===== src/rtl/cla_pkg.sv =====
// Shared definitions for the CLA block accumulator: data width, saturation limits, FSM states.
package cla_pkg;

    localparam int DATA_W = 8;

    localparam logic signed [DATA_W-1:0] SAT_MAX = 8'sd127;
    localparam logic signed [DATA_W-1:0] SAT_MIN = -8'sd128;

    typedef enum logic {
        S_ACC,
        S_OUT
    } acc_state_t;

endpackage


===== src/rtl/cla_8bit_ovf_uvf.sv =====
// 8-bit carry-lookahead adder with signed overflow (pos+pos->neg) and underflow (neg+neg->non-neg) flags.
module cla_8bit_ovf_uvf
    import cla_pkg::*;
(
    input  logic [DATA_W-1:0] a,
    input  logic [DATA_W-1:0] b,
    output logic [DATA_W-1:0] sum,
    output logic              ovf,
    output logic              uvf
);

    logic [DATA_W-1:0] g;
    logic [DATA_W-1:0] p;
    logic [DATA_W:0]   c;
    logic              term;

    assign g = a & b;
    assign p = a ^ b;

    // Each carry is expanded as an OR of generate terms gated by all intervening propagates.
    always_comb begin
        c    = '0;
        term = 1'b0;
        for (int unsigned i = 0; i < DATA_W; i++) begin
            for (int unsigned j = 0; j <= i; j++) begin
                term = g[j];
                for (int unsigned k = j + 1; k <= i; k++) begin
                    term = term & p[k];
                end
                c[i+1] = c[i+1] | term;
            end
        end
    end

    assign sum = p ^ c[DATA_W-1:0];
    assign ovf = ~a[DATA_W-1] & ~b[DATA_W-1] &  sum[DATA_W-1];
    assign uvf =  a[DATA_W-1] &  b[DATA_W-1] & ~sum[DATA_W-1];

endmodule


===== src/rtl/cla_sat_accumulator.sv =====
// Sums BLOCK_LEN signed samples through the CLA and presents the result on a valid/ready port.
// Define CLA_ACC_SAT_EN to clamp the accumulator on overflow/underflow instead of wrapping.
module cla_sat_accumulator
    import cla_pkg::*;
#(
    parameter int unsigned BLOCK_LEN = 4,
    parameter int unsigned CNT_W     = $clog2(BLOCK_LEN + 1)
) (
    input  logic              clk,
    input  logic              rst,
    input  logic              in_valid,
    output logic              in_ready,
    input  logic [DATA_W-1:0] in_data,
    output logic              out_valid,
    input  logic              out_ready,
    output logic [DATA_W-1:0] out_sum,
    output logic              out_ovf,
    output logic              out_uvf,
    output logic [CNT_W-1:0]  out_evt
);

    acc_state_t        state_q, state_d;
    logic [DATA_W-1:0] acc_q, acc_d;
    logic [CNT_W-1:0]  cnt_q, cnt_d;
    logic              ovf_st_q, ovf_st_d;
    logic              uvf_st_q, uvf_st_d;
    logic [CNT_W-1:0]  evt_q, evt_d;
    logic [DATA_W-1:0] res_sum_q, res_sum_d;
    logic              res_ovf_q, res_ovf_d;
    logic              res_uvf_q, res_uvf_d;
    logic [CNT_W-1:0]  res_evt_q, res_evt_d;

    logic [DATA_W-1:0] cla_sum;
    logic              cla_ovf;
    logic              cla_uvf;
    logic [DATA_W-1:0] next_acc;

    cla_8bit_ovf_uvf u_cla (
        .a   (acc_q),
        .b   (in_data),
        .sum (cla_sum),
        .ovf (cla_ovf),
        .uvf (cla_uvf)
    );

`ifdef CLA_ACC_SAT_EN
    assign next_acc = cla_ovf ? SAT_MAX : (cla_uvf ? SAT_MIN : cla_sum);
`else
    assign next_acc = cla_sum;
`endif

    assign in_ready  = (state_q == S_ACC);
    assign out_valid = (state_q == S_OUT);
    assign out_sum   = res_sum_q;
    assign out_ovf   = res_ovf_q;
    assign out_uvf   = res_uvf_q;
    assign out_evt   = res_evt_q;

    always_comb begin
        state_d   = state_q;
        acc_d     = acc_q;
        cnt_d     = cnt_q;
        ovf_st_d  = ovf_st_q;
        uvf_st_d  = uvf_st_q;
        evt_d     = evt_q;
        res_sum_d = res_sum_q;
        res_ovf_d = res_ovf_q;
        res_uvf_d = res_uvf_q;
        res_evt_d = res_evt_q;
        case (state_q)
            S_ACC: begin
                if (in_valid) begin
                    acc_d    = next_acc;
                    ovf_st_d = ovf_st_q | cla_ovf;
                    uvf_st_d = uvf_st_q | cla_uvf;
                    evt_d    = evt_q + CNT_W'(cla_ovf | cla_uvf);
                    cnt_d    = cnt_q + CNT_W'(1);
                    if (cnt_q == CNT_W'(BLOCK_LEN - 1)) begin
                        res_sum_d = next_acc;
                        res_ovf_d = ovf_st_d;
                        res_uvf_d = uvf_st_d;
                        res_evt_d = evt_d;
                        state_d   = S_OUT;
                    end
                end
            end
            S_OUT: begin
                if (out_ready) begin
                    acc_d    = '0;
                    cnt_d    = '0;
                    ovf_st_d = 1'b0;
                    uvf_st_d = 1'b0;
                    evt_d    = '0;
                    state_d  = S_ACC;
                end
            end
            default: state_d = S_ACC;
        endcase
    end

    always_ff @(posedge clk or posedge rst) begin
        if (rst) begin
            state_q   <= S_ACC;
            acc_q     <= '0;
            cnt_q     <= '0;
            ovf_st_q  <= 1'b0;
            uvf_st_q  <= 1'b0;
            evt_q     <= '0;
            res_sum_q <= '0;
            res_ovf_q <= 1'b0;
            res_uvf_q <= 1'b0;
            res_evt_q <= '0;
        end else begin
            state_q   <= state_d;
            acc_q     <= acc_d;
            cnt_q     <= cnt_d;
            ovf_st_q  <= ovf_st_d;
            uvf_st_q  <= uvf_st_d;
            evt_q     <= evt_d;
            res_sum_q <= res_sum_d;
            res_ovf_q <= res_ovf_d;
            res_uvf_q <= res_uvf_d;
            res_evt_q <= res_evt_d;
        end
    end

endmodule


===== config.mk =====
export PLATFORM = sky130hd
export DESIGN_NAME = cla_sat_accumulator
export DESIGN_NICKNAME = d
export VERILOG_FILES = /design/src/rtl/cla_pkg.sv /design/src/rtl/cla_8bit_ovf_uvf.sv /design/src/rtl/cla_sat_accumulator.sv
export SDC_FILE = /design/constraint.sdc
export NUM_CORES = 1
export LEC_CHECK = 0
export BUFFER_PORTS_ARGS = -buffer_cell sky130_fd_sc_hd__clkbuf_2
export CAP_MARGIN = 40
export CORE_ASPECT_RATIO = 0.8
export CORE_MARGIN = 2
export CORE_UTILIZATION = 55
export DETAILED_ROUTE_END_ITERATION = 8
export PLACE_DENSITY = 0.74
export SLEW_MARGIN = 20
export SYNTH_ARGS = -nofsm -noshare
export SYNTH_HDL_FRONTEND = slang
export SYNTH_SLANG_ARGS = --single-unit

===== constraint.sdc =====
create_clock -name clk -period 3.53 [get_ports clk]
set_input_delay 0.5295 -clock clk [delete_from_list [all_inputs] [get_ports clk]]
set_output_delay 0.5295 -clock clk [all_outputs]
set_load 0.03 [all_outputs]

==> flow_summary.toml <==
[global_routing]
grt_util_all_layers = 0.234
grt_pass1_vias = 1241
overflow = 0
grt_antenna_before_repair = 0
grt_max_degree = 19
grt_pass1_wl_um = 5840

[final_layout]
diodes = 0
stdcell_count = 227
nets = 215
drive_gt1_frac = 0.238
area_growth_pct = 18.8
num-fill-cells = 223

[clock_network]
cts_tree = "built"
postCtsSetupRepairBufs = 0
numCtsBuffers = 5
cts_buffer_depth = 2
cts_resized = 0
h-tree-depth = 2
clock-sinks = 30
ctsHoldBuffers = 0
clkSlewWorstSetupHoldPaths_ps = 70
clock_latency_ps = 290
root_buffer = "clkbuf_8"

[route]
drt_wl_total_um = 3350
viasPerCell = 5.48
drt_drc_violations_left = 0
drt-initial-drc-count = 89
wl_per_cell_um = 14.8
drt_pass1_iterations = 4
ant_nets = 0
via_count = 1245

[pwr]
pwr-share-comb = 0.492
swShare = 0.429
power_switching_uw = 793
p_leak_uw = 0.000958
powerDensity_nw_per_um2 = 952
p_clk_frac = 0.178
seqPwrFrac = 0.330
peakVddDrop_uv = 486
internal-power_uw = 1050

[yosys]
synth_cells = 157
synth_top_cell_area_share = 0.459
ys.flop_type = "dfrtp_1"
synth_fp_nets = 184
synth_cell_types = 34
synth-edff-count = 0
yosysWarnings = 0
yosys.area.top_type = "dfrtp_1"
async_flop_share = 1.00
avgSynthCellArea_um2 = 10.4
ys_ff_latch = 30
synth_area_um2 = 1630
synth.area.top_cells = "dfrtp_1 46%, ha_1 11%, o21ai_0 7.7%"
synth.yosys.seq_area_share = 0.459

[worst_hold_path]
hold_path_class = "in2async"

[timing]
timing.final.crit_share = 0.863
slew_violations = 0
rsz0062_at_grt = "no"
fin_ws_ps = 484
finalClockSkew_ps = 7.87
fin_crit_ps = 3050
whs_ps = 309
tns_ps = 0
relSlewSlack = 0.556
fmax_mhz = 328
finalSetupViolCount = 0
hold_violations = 0
worst_pin_slew_ps = 665

[critical_path]
cpPeakStageDelay_ps = 410
timing.critical_path.mode_cell = "ha_1"
start_kind = "register"
end_kind = "register"
crit_fanout = 7
critPathArrivalTime_ps = 3220
crit_required_ps = 3710
cpMaxStageDelayCell = "a221oi_4"
crit_type = "reg2reg"
reg2reg_depth = 10
cp_cell_sequence = "ha_1 -> ha_1 -> o211ai_2 -> nand2_2 -> a221oi_4 -> xor2_2 -> mux2_1 -> ha_1 -> ha_1 -> mux2_2"

[placement]
gp_congestion = 0.830
port_buffers = 26
dp.cells = 219
post-place-ws_ps = 277
hpwl_um = 2520

[floorplan]
ioPinCount = 27
coreArea_um2 = 2790
die_height_um = 52.8
row_count = 17
die_width_um = 64.9
die_area_um2 = 3430
start_util = 0.586

[run_status]
outcome = "complete, no violations"

[run]
drv_cap = 0
==> Yosys cell counts (2+ instances only) <==
cell type	count
o21ai_0	25
mux2_2	4
nand4b_1	3
dfrtp_1	30
xor2_1	3
nand2_1	22
inv_1	11
ha_1	14
clkbuf_1	3
nand3_1	4
nor2_1	3
o21a_1	2
a22o_1	2
mux2i_1	6
and3_1	2
xnor2_1	3
a21oi_1	3
==> sequential cells by signal (all words and copies together) (netlist names), 3 cells and up <==
register	flops
acc_q	8
out_sum	8
cnt_q	3
evt_q	3
out_evt	3
==> placed cells by master (no fill, tap or decap), types with 2 or more instances in the layout <==
cell type   n
nand2_1    22
nor2_1      3
xnor2_1     3
nand3_1     4
a21oi_1     3
inv_1      11
xor2_1      3
mux2_2      4
mux2i_1     6
clkbuf_2   26
o21ai_0    25
ha_1       14
a22o_1      2
nand4b_1    3
dfrtp_1    30
and3_1      2
o21a_1      2
clkbuf_8    8
==> final cells by class <==
class                      instances  area, um^2  area share
timing repair buffer              28         165      0.0851
multi-input combinational        112         826       0.426
tap                               38        47.5      0.0245
clock buffer                       8         110      0.0567
sequential                        30         751       0.387
inverter                          11        41.3      0.0213
==> path summary, 6_finish.rpt <==
check	slack, ps	end	startpoint
max	480	out_evt[1]	acc_q[1]
max in group asynchronous	2720	cnt_q[1]	rst
max reg2reg	480	out_evt[1]	acc_q[1]
min	310	out_ovf	rst
min reg2reg	480	out_evt[2]	out_evt[2]
min in group clk	480	out_evt[2]	out_evt[2]
==> metal layers <==
layer,global-route usage,part of all wire
met5,0,0
met1,0.306,0.48
met4,0.0957,0.017
met2,0.375,0.46
met3,0.0581,0.043
==> power groups by stage <==
stage                     registers, uW  clock network, uW  logic, uW
after floorplan                     725                  0        558
after global placement              605                  0        861
after detailed placement            616                  0        908
after CTS                           611                331        915
after global routing                631                344       1010
final                               610                329        909
==> kinds of logic after synthesis <==
kind of cell	after synthesis	share of synthesized area
multiplexers	11	0.0712
AO/OA/AOI/OAI	39	0.154
XOR/XNOR	7	0.0421
AND/OR/NAND/NOR	40	0.119
buffers and inverters	15	0.0352
flip-flops	30	0.459
adder cells (fa/ha/maj)	15	0.119
==> metrics by stage <==
| step | power [uW] | instance area [um^2] | utilization |
|---|---|---|---|
| 2_1_floorplan | 1280 | 1630 | - |
| 3_3_place_gp | 1470 | 1800 | 0.647 |
| 3_5_place_dp | 1520 | 1830 | 0.657 |
| 4_1_cts | 1860 | 1940 | 0.696 |
| 5_1_grt | 1990 | 1940 | 0.696 |
| 6_report | 1850 | 1940 | 0.696 |
==> worst max-delay path: cells and delay by family (launching register included) <==
family,cells,cell delay (ps)
flip-flops,1,400
AND/OR/NAND/NOR,1,120
adder cells (fa/ha/maj),4,950
AO/OA/AOI/OAI,2,600
multiplexers,2,610
XOR/XNOR,1,240
Note: power is estimated with default switching activity, not from simulation.
